`src/rtl/bilinear_coord_gen_pkg.sv`:
```
// Shared constants, fixed-point defaults and FSM encoding for the bilinear
// coordinate generator and its weight calculator.
package bilinear_coord_gen_pkg;

   localparam int unsigned Q_FRAC     = 5;
   localparam int unsigned Q_WIDTH    = 16;
   localparam int unsigned Q_ONE      = 1 << Q_FRAC;
   localparam int unsigned DEF_DIM_W  = 10;
   localparam int unsigned DEF_ADDR_W = 20;

   typedef logic [Q_WIDTH-1:0] q_t;
   typedef logic [Q_FRAC-1:0]  q_frac_t;

   typedef enum logic {
      StIdle = 1'b0,
      StRun  = 1'b1
   } state_e;

   // Integer part of a Q value at the default format.
   function automatic logic [Q_WIDTH-Q_FRAC-1:0] q_int(input q_t v);
      return v[Q_WIDTH-1:Q_FRAC];
   endfunction

   function automatic q_frac_t q_frac(input q_t v);
      return v[Q_FRAC-1:0];
   endfunction

endpackage

```
`src/rtl/bilinear_weight_calc.sv`:
```
// Combinational bilinear weights from the fractional row/column offsets.
// Truncation residue is folded into m3 so the four weights always sum to 1.0.
module bilinear_weight_calc
   import bilinear_coord_gen_pkg::*;
#(
   parameter int unsigned FRAC  = Q_FRAC,
   parameter int unsigned WIDTH = Q_WIDTH
) (
   input  logic [FRAC-1:0]  dr,
   input  logic [FRAC-1:0]  dc,
   output logic [WIDTH-1:0] m3,
   output logic [WIDTH-1:0] m4,
   output logic [WIDTH-1:0] m5,
   output logic [WIDTH-1:0] m6
);

   localparam int unsigned     PW    = 2 * FRAC + 2;
   localparam logic [PW-1:0]   ONE_P = PW'(1) << FRAC;

   logic [PW-1:0] dr_p;
   logic [PW-1:0] dc_p;
   logic [PW-1:0] p4;
   logic [PW-1:0] p5;
   logic [PW-1:0] p6;

   always_comb begin
      dr_p = PW'(dr);
      dc_p = PW'(dc);
      p6   = (dr_p * dc_p) >> FRAC;
      p4   = (dr_p * (ONE_P - dc_p)) >> FRAC;
      p5   = ((ONE_P - dr_p) * dc_p) >> FRAC;
      m6   = WIDTH'(p6);
      m4   = WIDTH'(p4);
      m5   = WIDTH'(p5);
      m3   = WIDTH'(ONE_P - p4 - p5 - p6);
   end

endmodule

```
`src/rtl/bilinear_coord_gen.sv`:
```
// Walks the destination raster, maps each pixel to a clamped source position and
// emits four neighbour addresses plus weights through a 2-stage stallable pipeline.
module bilinear_coord_gen
   import bilinear_coord_gen_pkg::*;
#(
   parameter int unsigned FRAC   = Q_FRAC,
   parameter int unsigned WIDTH  = Q_WIDTH,
   parameter int unsigned DIM_W  = DEF_DIM_W,
   parameter int unsigned ADDR_W = DEF_ADDR_W
) (
   input  logic              clk,
   input  logic              rst,
   input  logic              start,
   input  logic [DIM_W-1:0]  src_w,
   input  logic [DIM_W-1:0]  src_h,
   input  logic [DIM_W-1:0]  dst_w,
   input  logic [DIM_W-1:0]  dst_h,
   input  logic [WIDTH-1:0]  step_c,
   input  logic [WIDTH-1:0]  step_r,
   output logic              busy,
   output logic              done,
   output logic              out_valid,
   input  logic              out_ready,
   output logic              out_last,
   output logic [ADDR_W-1:0] addr0,
   output logic [ADDR_W-1:0] addr1,
   output logic [ADDR_W-1:0] addr2,
   output logic [ADDR_W-1:0] addr3,
   output logic [WIDTH-1:0]  m3,
   output logic [WIDTH-1:0]  m4,
   output logic [WIDTH-1:0]  m5,
   output logic [WIDTH-1:0]  m6
);

   localparam int unsigned IW = WIDTH - FRAC;
   localparam int unsigned CW = (IW > DIM_W) ? IW : DIM_W;

   state_e state_q, state_d;
   logic   start_acc;
   logic   en;
   logic   hs_last;

   logic [DIM_W-1:0] src_w_q, src_h_q, dst_w_q, dst_h_q;
   logic [WIDTH-1:0] step_c_q, step_r_q;
   logic [DIM_W-1:0] col_q, row_q;
   logic [WIDTH-1:0] pos_c_q, pos_r_q;
   logic             gen_q;

   logic [DIM_W-1:0]  x_max, y_max;
   logic [IW-1:0]     x_raw, y_raw;
   logic [DIM_W-1:0]  x0, x1, y0, y1;
   logic [FRAC-1:0]   dc, dr;
   logic [ADDR_W-1:0] base0, base1;
   logic              last_pix;

   logic              s1_valid_q, s1_last_q;
   logic [DIM_W-1:0]  s1_x0_q, s1_x1_q;
   logic [ADDR_W-1:0] s1_base0_q, s1_base1_q;
   logic [FRAC-1:0]   s1_dc_q, s1_dr_q;

   logic [WIDTH-1:0]  w3, w4, w5, w6;

   // The whole pipeline moves together; a held output freezes everything upstream.
   assign en      = !out_valid || out_ready;
   assign hs_last = out_valid && out_ready && out_last;
   assign busy    = (state_q == StRun);

   always_comb begin
      state_d   = state_q;
      start_acc = 1'b0;
      unique case (state_q)
         StIdle: begin
            if (start) begin
               state_d   = StRun;
               start_acc = 1'b1;
            end
         end
         StRun: begin
            if (hs_last) begin
               state_d = StIdle;
            end
         end
         default: state_d = StIdle;
      endcase
   end

   // Stage 0: integer/fraction split, edge clamp and row base.
   always_comb begin
      x_max    = src_w_q - 1'b1;
      y_max    = src_h_q - 1'b1;
      x_raw    = pos_c_q[WIDTH-1:FRAC];
      y_raw    = pos_r_q[WIDTH-1:FRAC];
      dc       = pos_c_q[FRAC-1:0];
      dr       = pos_r_q[FRAC-1:0];
      x0       = (CW'(x_raw) > CW'(x_max)) ? x_max : DIM_W'(x_raw);
      y0       = (CW'(y_raw) > CW'(y_max)) ? y_max : DIM_W'(y_raw);
      x1       = (x0 < x_max) ? x0 + 1'b1 : x_max;
      y1       = (y0 < y_max) ? y0 + 1'b1 : y_max;
      base0    = ADDR_W'(y0) * ADDR_W'(src_w_q);
      base1    = (y1 != y0) ? base0 + ADDR_W'(src_w_q) : base0;
      last_pix = (col_q == dst_w_q - 1'b1) && (row_q == dst_h_q - 1'b1);
   end

   always_ff @(posedge clk) begin
      if (rst) begin
         state_q <= StIdle;
         done    <= 1'b0;
      end else begin
         state_q <= state_d;
         done    <= hs_last;
      end
   end

   // Raster walk; column position restarts each row, row position accumulates.
   always_ff @(posedge clk) begin
      if (rst) begin
         src_w_q  <= '0;
         src_h_q  <= '0;
         dst_w_q  <= '0;
         dst_h_q  <= '0;
         step_c_q <= '0;
         step_r_q <= '0;
         col_q    <= '0;
         row_q    <= '0;
         pos_c_q  <= '0;
         pos_r_q  <= '0;
         gen_q    <= 1'b0;
      end else if (start_acc) begin
         src_w_q  <= src_w;
         src_h_q  <= src_h;
         dst_w_q  <= dst_w;
         dst_h_q  <= dst_h;
         step_c_q <= step_c;
         step_r_q <= step_r;
         col_q    <= '0;
         row_q    <= '0;
         pos_c_q  <= '0;
         pos_r_q  <= '0;
         gen_q    <= 1'b1;
      end else if (gen_q && en) begin
         if (col_q == dst_w_q - 1'b1) begin
            col_q   <= '0;
            pos_c_q <= '0;
            if (row_q == dst_h_q - 1'b1) begin
               gen_q <= 1'b0;
            end else begin
               row_q   <= row_q + 1'b1;
               pos_r_q <= pos_r_q + step_r_q;
            end
         end else begin
            col_q   <= col_q + 1'b1;
            pos_c_q <= pos_c_q + step_c_q;
         end
      end
   end

   always_ff @(posedge clk) begin
      if (rst) begin
         s1_valid_q <= 1'b0;
         s1_last_q  <= 1'b0;
         s1_x0_q    <= '0;
         s1_x1_q    <= '0;
         s1_base0_q <= '0;
         s1_base1_q <= '0;
         s1_dc_q    <= '0;
         s1_dr_q    <= '0;
      end else if (en) begin
         s1_valid_q <= gen_q;
         s1_last_q  <= gen_q && last_pix;
         s1_x0_q    <= x0;
         s1_x1_q    <= x1;
         s1_base0_q <= base0;
         s1_base1_q <= base1;
         s1_dc_q    <= dc;
         s1_dr_q    <= dr;
      end
   end

   bilinear_weight_calc #(
      .FRAC  (FRAC),
      .WIDTH (WIDTH)
   ) u_weight (
      .dr (s1_dr_q),
      .dc (s1_dc_q),
      .m3 (w3),
      .m4 (w4),
      .m5 (w5),
      .m6 (w6)
   );

   always_ff @(posedge clk) begin
      if (rst) begin
         out_valid <= 1'b0;
         out_last  <= 1'b0;
         addr0     <= '0;
         addr1     <= '0;
         addr2     <= '0;
         addr3     <= '0;
         m3        <= '0;
         m4        <= '0;
         m5        <= '0;
         m6        <= '0;
      end else if (en) begin
         out_valid <= s1_valid_q;
         out_last  <= s1_last_q;
         addr0     <= s1_base0_q + ADDR_W'(s1_x0_q);
         addr1     <= s1_base1_q + ADDR_W'(s1_x0_q);
         addr2     <= s1_base0_q + ADDR_W'(s1_x1_q);
         addr3     <= s1_base1_q + ADDR_W'(s1_x1_q);
         m3        <= w3;
         m4        <= w4;
         m5        <= w5;
         m6        <= w6;
      end
   end

endmodule

```
`config.mk`:
```
export PLATFORM = sky130hd
export DESIGN_NAME = bilinear_coord_gen
export DESIGN_NICKNAME = d
export VERILOG_FILES = /design/src/rtl/bilinear_coord_gen_pkg.sv /design/src/rtl/bilinear_weight_calc.sv /design/src/rtl/bilinear_coord_gen.sv
export SDC_FILE = /design/constraint.sdc
export NUM_CORES = 1
export LEC_CHECK = 0
export ABC_AREA = 1
export BUFFER_PORTS_ARGS = -buffer_cell sky130_fd_sc_hd__buf_4
export CORE_ASPECT_RATIO = 1.1
export CORE_MARGIN = 2
export CORE_UTILIZATION = 25
export DETAILED_ROUTE_END_ITERATION = 8
export PLACE_DENSITY = 0.41
export SYNTH_ARGS = -nofsm -noshare
export SYNTH_HDL_FRONTEND = slang
export SYNTH_HIERARCHICAL = 1
export SYNTH_SLANG_ARGS = --single-unit
```
`constraint.sdc`:
```
create_clock -name clk -period 16.2 [get_ports clk]
set_input_delay 0.81 -clock clk [delete_from_list [all_inputs] [get_ports clk]]
set_output_delay 0.81 -clock clk [all_outputs]
set_load 0.01 [all_outputs]
```
Word-level counts from Yosys, hierarchy flattened

Cells that the tools add are included.

Multiply operators: 4
$add $sub $neg: 20
Bitwise logic cells: 2
Eq/ne operators: 3
Reduce and logical (&&, ||, !) cells: 13
Mux-type cells: 15
Magnitude comparators: 4

Operators with widths:

| operator                                           | number |
|---|---|
| adder 20 x 10 -> 20 bit                            | 5 |
| 2-to-1 mux 10 bit                                  | 5 |
| adder 10 x 1 -> 10 bit, second input constant      | 4 |
| subtractor 10 x 1 -> 10 bit, second input constant | 4 |
| adder 16 bit                                       | 2 |
| greater-than comparator 11 x 10 -> 1 bit           | 2 |
| == test 10 bit                                     | 2 |
| less-than comparator 10 bit                        | 2 |
| multiplier 10 x 10 -> 20 bit                       | 1 |
| 2-to-1 mux 20 bit                                  | 1 |
| 2-to-1 mux 16 bit                                  | 1 |
| subtractor 6 x 5 -> 7 bit, first input constant    | 2 |
| multiplier 12 x 5 -> 12 bit                        | 1 |
| multiplier 5 x 12 -> 12 bit                        | 1 |
| multiplier 5 x 5 -> 10 bit                         | 1 |
| inequality test 10 bit                             | 1 |
| subtractor 9 x 6 -> 10 bit                         | 1 |
| subtractor 8 x 8 -> 9 bit                          | 1 |
| subtractor 6 x 7 -> 8 bit, first input constant    | 1 |
| 2-to-1 mux 1 bit                                   | 7 |
| AND reduction 3 bit                                | 2 |
| nonzero test 2 bit                                 | 3 |
| logical AND 1 bit                                  | 5 |
| NOT 1 bit                                          | 2 |
| other kinds (4)                                    | 4 |

Bits in registers: 316
Output and inout port bits: 148

Logic depth before layout (Yosys ltp)

Word-level depth: 7
Gate-level depth with buffers: 51

Modules after synthesis

Netlist, hierarchy kept.

By module, submodules not included:

| module               | times used | area an instance (µm²) | cells each | seq. area each (µm²) |
|---|---|---|---|---|
| bilinear_coord_gen   | 1          | 22246.3                | 3102       | 6906.6 |
| bilinear_weight_calc | 1          | 3677.3                 | 523        | 0.0 |

Worst setup path after synthesis

OpenSTA, ideal clock, no wires.

Path kind: flip-flop to flip-flop
Start: register src_h_q[0]
End: register s1_base1_q[19]
Library setup time: 0.109 ns
Path buffers: 1
Data arrival time: 7.372 ns
Path slack: 8.719 ns
Cell stages (with the launch flop): 47
Period minus slack after synthesis: 7.481 ns
Path through: dfxtp_1 > inv_2 > ha_1 > nand3_2 > nor2_4 > xnor2_1 > ha_1 > inv_1 > o21ai_0 > nor2_1 > nand2_1 > nand2_1 > nand2_2 > nand2_4 > buf_6 > clkinv_1 > nand2_1 > o21ai_1 > [11 not listed] > inv_1 > ha_1 > a21oi_1 > o21ai_0 > a21oi_1 > xnor2_1 > ha_1 > inv_1 > nor2_1 > nand2_1 > o21ai_0 > a21oi_1 > nand2_1 > nand3_1 > nand2_1 > nand3_1 > nand2_1 > inv_1

Elaborated cells between the ends (all ways): 10
Those cells by class: add/sub: 3; mul: 1; order compare: 2; eq/ne: 1; mux: 3

RTL lines:

| what                                     | RTL line                  | RTL |
|---|---|---|
| start, declared                          | bilinear_coord_gen.sv:43  | `logic [DIM_W-1:0] src_w_q, src_h_q, dst_w_q, dst_h_q;` |
| start signal, assigned                   | bilinear_coord_gen.sv:130 | `src_h_q <= src_h;` |
| subtractor 10 x 1 -> 10 bit *            | bilinear_coord_gen.sv:90  | `y_max = src_h_q - 1'b1;` |
| greater-than comparator 11 x 10 -> 1 bit | bilinear_coord_gen.sv:96  | `y0 = (CW'(y_raw) > CW'(y_max)) ? y_max : DIM_W'(y_raw);` |
| 2-to-1 mux 10 bit *                      | bilinear_coord_gen.sv:96  |  |
| multiplier 10 x 10 -> 20 bit *           | bilinear_coord_gen.sv:99  | `base0 = ADDR_W'(y0) * ADDR_W'(src_w_q);` |
| net base0[9]                             | bilinear_coord_gen.sv:53  | `logic [ADDR_W-1:0] base0, base1;` |
| adder 20 x 10 -> 20 bit *                | bilinear_coord_gen.sv:100 | `base1 = (y1 != y0) ? base0 + ADDR_W'(src_w_q) : base0;` |
| 2-to-1 mux 20 bit *                      | bilinear_coord_gen.sv:100 |  |
| end signal, assigned                     | bilinear_coord_gen.sv:173 | `s1_base1_q <= base1;` |
| end, declared                            | bilinear_coord_gen.sv:58  | `logic [ADDR_W-1:0] s1_base0_q, s1_base1_q;` |

Mark *: on every way through the listed nets, which the timed path passes. The rest lies on a longest branch.
A chain may end at the register's enable or synchronous reset.

Worst setup path in the final report

Start: register src_h_q[0]
End: register s1_base1_q[14]

The elaborated chain is that of the path after synthesis.

==> results.md <==
* Largest fanout on the critical path at 14
* Count of distinct cell types in the synthesized netlist at 57
* Die X-Extent at 311 um
* Normalized max-slew margin at 36.3%
* Final wirelength at 84.0 mm
* Post-CTS Hold Fix Bufs at 0
* Commonest cells post-synth: sky130_fd_sc_hd__nand2_1, sky130_fd_sc_hd__inv_1, sky130_fd_sc_hd__nor2_1, sky130_fd_sc_hd__dfxtp_1, sky130_fd_sc_hd__o21ai_0
* Clock buffer count from CTS at 48
* Final Slew Violations at 0
* Power density cells at 82.2 nW/um2
* Flops & latches, synth at 345
* Portion of synthesized cell area occupied by the leading cell type at 26.6%
* Layout fillers at 11,440
* Clock tree from TritonCTS: done
* Finish-stage setup viols at 0
* Final Hold Violating Endpoints at 0
* Xor/xnor share of the synthesized area at 5.07%
* Timing-limited maximum frequency at 119 MHz
* Worst-path cell with the longest stage delay: sky130_fd_sc_hd__fa_1
* Per-cell via count in the routed design at 4.37
* Residual antenna-violating net count after detailed routing at 0
* IO Count at 224
* Standard-cell rows at 123
* Final Cycle Share at 51.8%
* Number of instances resized during post-cts repair at 0
* Post-DP HPWL at 65.5 mm
* Path category of the worst min-delay check: primary input to flip-flop
* Detailed-routing iteration count for the pre-antenna-repair pass at 5
* Summed negative setup slack over all endpoints at 0 ns
* Port-buffer cells at 223
* Via count of the first global-routing pass at 22,700
* Initial standard-cell utilization of the core at 25.3%
* Largest net degree at the start of global routing at 129
* Post-synthesis sequential area ratio at 26.6%
* Buffer count from post-CTS setup fixing at 0
* Via total after detailed routing at 22,716
* Synth Cell Area at 25,900 um2
* Final global-route overflow total at 0
* Unrepaired setup endpoints after global routing: false
* Total power consumption of the routed design at 2.51 mW
* Worst Setup Start Kind: flip-flop
* Final min period at 8.40 ns
* Status: finished, final reports clean
* Area fraction in compound gates after synthesis at 15.0%
* Total number of clock tree sinks at 345
* Number of max-cap violations at 0
* Largest family of logic cells by synthesized area: simple AND/OR/NAND/NOR gates
* Post-synthesis share of cell area spent on full adders, half adders and majority gates at 19.9%
* CORE AREA at 102,000 um2
* Later-pin clock latency in the skew report at 0.61 ns
* Library cell occupying the most area in the post-synthesis netlist: sky130_fd_sc_hd__dfxtp_1
* Worst setup EP type: flip-flop
* Synthesized instance count at 3,625
* Total Routing Usage GR at 15.7%
* Number of enable flip-flop cells after synthesis at 0
* Final net count at 4,212
* Wire per inst at 16.2 um
* Gpl congestion at 0.834
* Leakage dissipation at 15.8 nW
* Worst-path clk slew at 0.06 ns
* Max stage delay on crit path at 0.54 ns
* Die outline area at 106,000 um2
* Top cell family by delay on the critical path: adder cells
* Layout cell share with drive strength beyond 1 at 10.4%
* Post-synthesis share of cell area spent on and, or, nand and nor gates at 22.3%
* Multiplexer area fraction after synthesis at 0%
* Number of buffers and inverters on the critical path at 9
* Worst IR drop on VDD at 69.6 uV
* Post-synth ARST share at 0%
* Per-instance average area after synthesis at 7.15 um2
* Count of H-tree levels built during CTS at 2
* Synth-to-layout area growth at 17.8%
* Critical path start-end classification: flip-flop to flip-flop
* Yosys warning total at 6
* End-of-flow core utilization at 29.8%
* Most frequent cell after synthesis: sky130_fd_sc_hd__nand2_1
* Number of buffers between clock root and the deepest sink at 3
* Most common cell type on the critical path: sky130_fd_sc_hd__nand2_1
* DRC violations left at 0
* CTS root buf: sky130_fd_sc_hd__clkbuf_16
* Synth area leaders: sky130_fd_sc_hd__dfxtp_1, sky130_fd_sc_hd__ha_1, sky130_fd_sc_hd__nand2_1
* Global-route wire length before repair at 132 mm
* Transition time at the pin with the least slew margin at 0.945 ns
* Setup Skew at 0.0225 ns
* Prevailing post-synth register cell: sky130_fd_sc_hd__dfxtp_1
* Worst endpoint required time at 16.70 ns
* Data arrival time of the critical path at 8.90 ns
* Starting DRC count in detailed routing at 1,230
* Initial antenna violation count at 0
* Height of the die at 342 um
-- cells by family (layout without fill, tap and decap cells) --
group / count (synthesis) / after routing
AOI/OAI and AO/OA: 708 / 708
xor gates and xnor gates: 150 / 150
adders and majority gates: 349 / 349
buffers and inverters: 718 / 886
DFF: 345 / 345
other: 1 / 30
and+or+nand+nor: 1354 / 1354
-- report_power, final --
part / internal [mW] / leakage (nW) / switching [mW]
logic: 0.154 / 12.2 / 0.259
registers: 0.898 / 2.82 / 0.0483
clock network: 0.712 / 0.834 / 0.440
-- registers in the layout, indices dropped and copies added, names as in the netlist, 16 cells and up --
| signal | cells |
|---|---|
| m4 | 16 |
| addr0 | 20 |
| m5 | 16 |
| step_r_q | 16 |
| addr3 | 20 |
| addr1 | 20 |
| m6 | 16 |
| pos_r_q | 16 |
| pos_c_q | 16 |
| step_c_q | 16 |
| addr2 | 20 |
| s1_base1_q | 20 |
| s1_base0_q | 20 |
| m3 | 16 |
-- worst paths after layout --
kind                                  from              to  slack, ns  cells past startpoint
worst min register to register    row_q[9]        row_q[9]       0.46                      2
worst min-delay path             step_r[4]     step_r_q[4]       0.42                      3
worst max register to register  src_h_q[0]  s1_base1_q[14]       7.80                     43
worst max-delay path            src_h_q[0]  s1_base1_q[14]       7.80                     43
-- worst min-delay path: stages --
cell and delay (ns):
sky130_fd_sc_hd__buf_4 0.08, sky130_fd_sc_hd__nor2_1 0.03, sky130_fd_sc_hd__nor2_1 0.08
-- through the flow --
step | setup WS, ns | instances | instance area [um2] | hold slack (ns)
finish | 7.80 | 5197 | 30500 | 0.424
global route | 6.76 | 5196 | 30500 | 0.416
CTS | 7.75 | 5196 | 30500 | 0.383
detailed placement | 7.78 | 5112 | 28800 | 0.450
global placement | 7.88 | 5112 | 28800 | 0.451
floorplan | 8.72 | 3653 | 26000 | 0.439
-- area by class of cell --
cell class	instances	area, um2	area share [%]
timing repair buffer	236	1770	5.80
tap	1375	1720	5.63
clock buffer	65	1390	4.54
inverter	566	2140	7.01
sequential	345	6910	22.6
multi-input combinational	2590	16300	53.3
clock inverter	19	317	1.04
antenna	1	2.50	0.00820
-- metal layers --
layer	vias up	GRT usage (%)	wire length, um
met5	-	0	0
met4	0	3.10	1340
met3	75	2.18	2750
met2	340	26.5	38600
met1	10378	21.4	41300
li1	11923	-	-
-- placed cells by master (no fill, tap or decap), types with 16 or more instances in the layout --
| master | synthesis | layout |
|---|---|---|
| sky130_fd_sc_hd__buf_4 | 29 | 236 |
| sky130_fd_sc_hd__a21oi_1 | 243 | 243 |
| sky130_fd_sc_hd__xnor2_1 | 25 | 25 |
| sky130_fd_sc_hd__ha_1 | 243 | 243 |
| sky130_fd_sc_hd__dfxtp_1 | 345 | 345 |
| sky130_fd_sc_hd__nor2_1 | 460 | 458 |
| sky130_fd_sc_hd__o211ai_1 | 27 | 27 |
| sky130_fd_sc_hd__nand4_1 | 33 | 33 |
| sky130_fd_sc_hd__nor3_1 | 26 | 26 |
| sky130_fd_sc_hd__clkbuf_16 | 0 | 49 |
| sky130_fd_sc_hd__or2_2 | 16 | 16 |
| sky130_fd_sc_hd__nand3_1 | 149 | 149 |
| sky130_fd_sc_hd__o21ai_0 | 323 | 323 |
| sky130_fd_sc_hd__fa_1 | 106 | 106 |
| sky130_fd_sc_hd__conb_1 | 1 | 29 |
| sky130_fd_sc_hd__inv_1 | 550 | 548 |
| sky130_fd_sc_hd__nand2_1 | 592 | 592 |
| sky130_fd_sc_hd__o21bai_1 | 54 | 54 |
| sky130_fd_sc_hd__xor2_1 | 125 | 125 |
(Power assumes the default switching activity.)
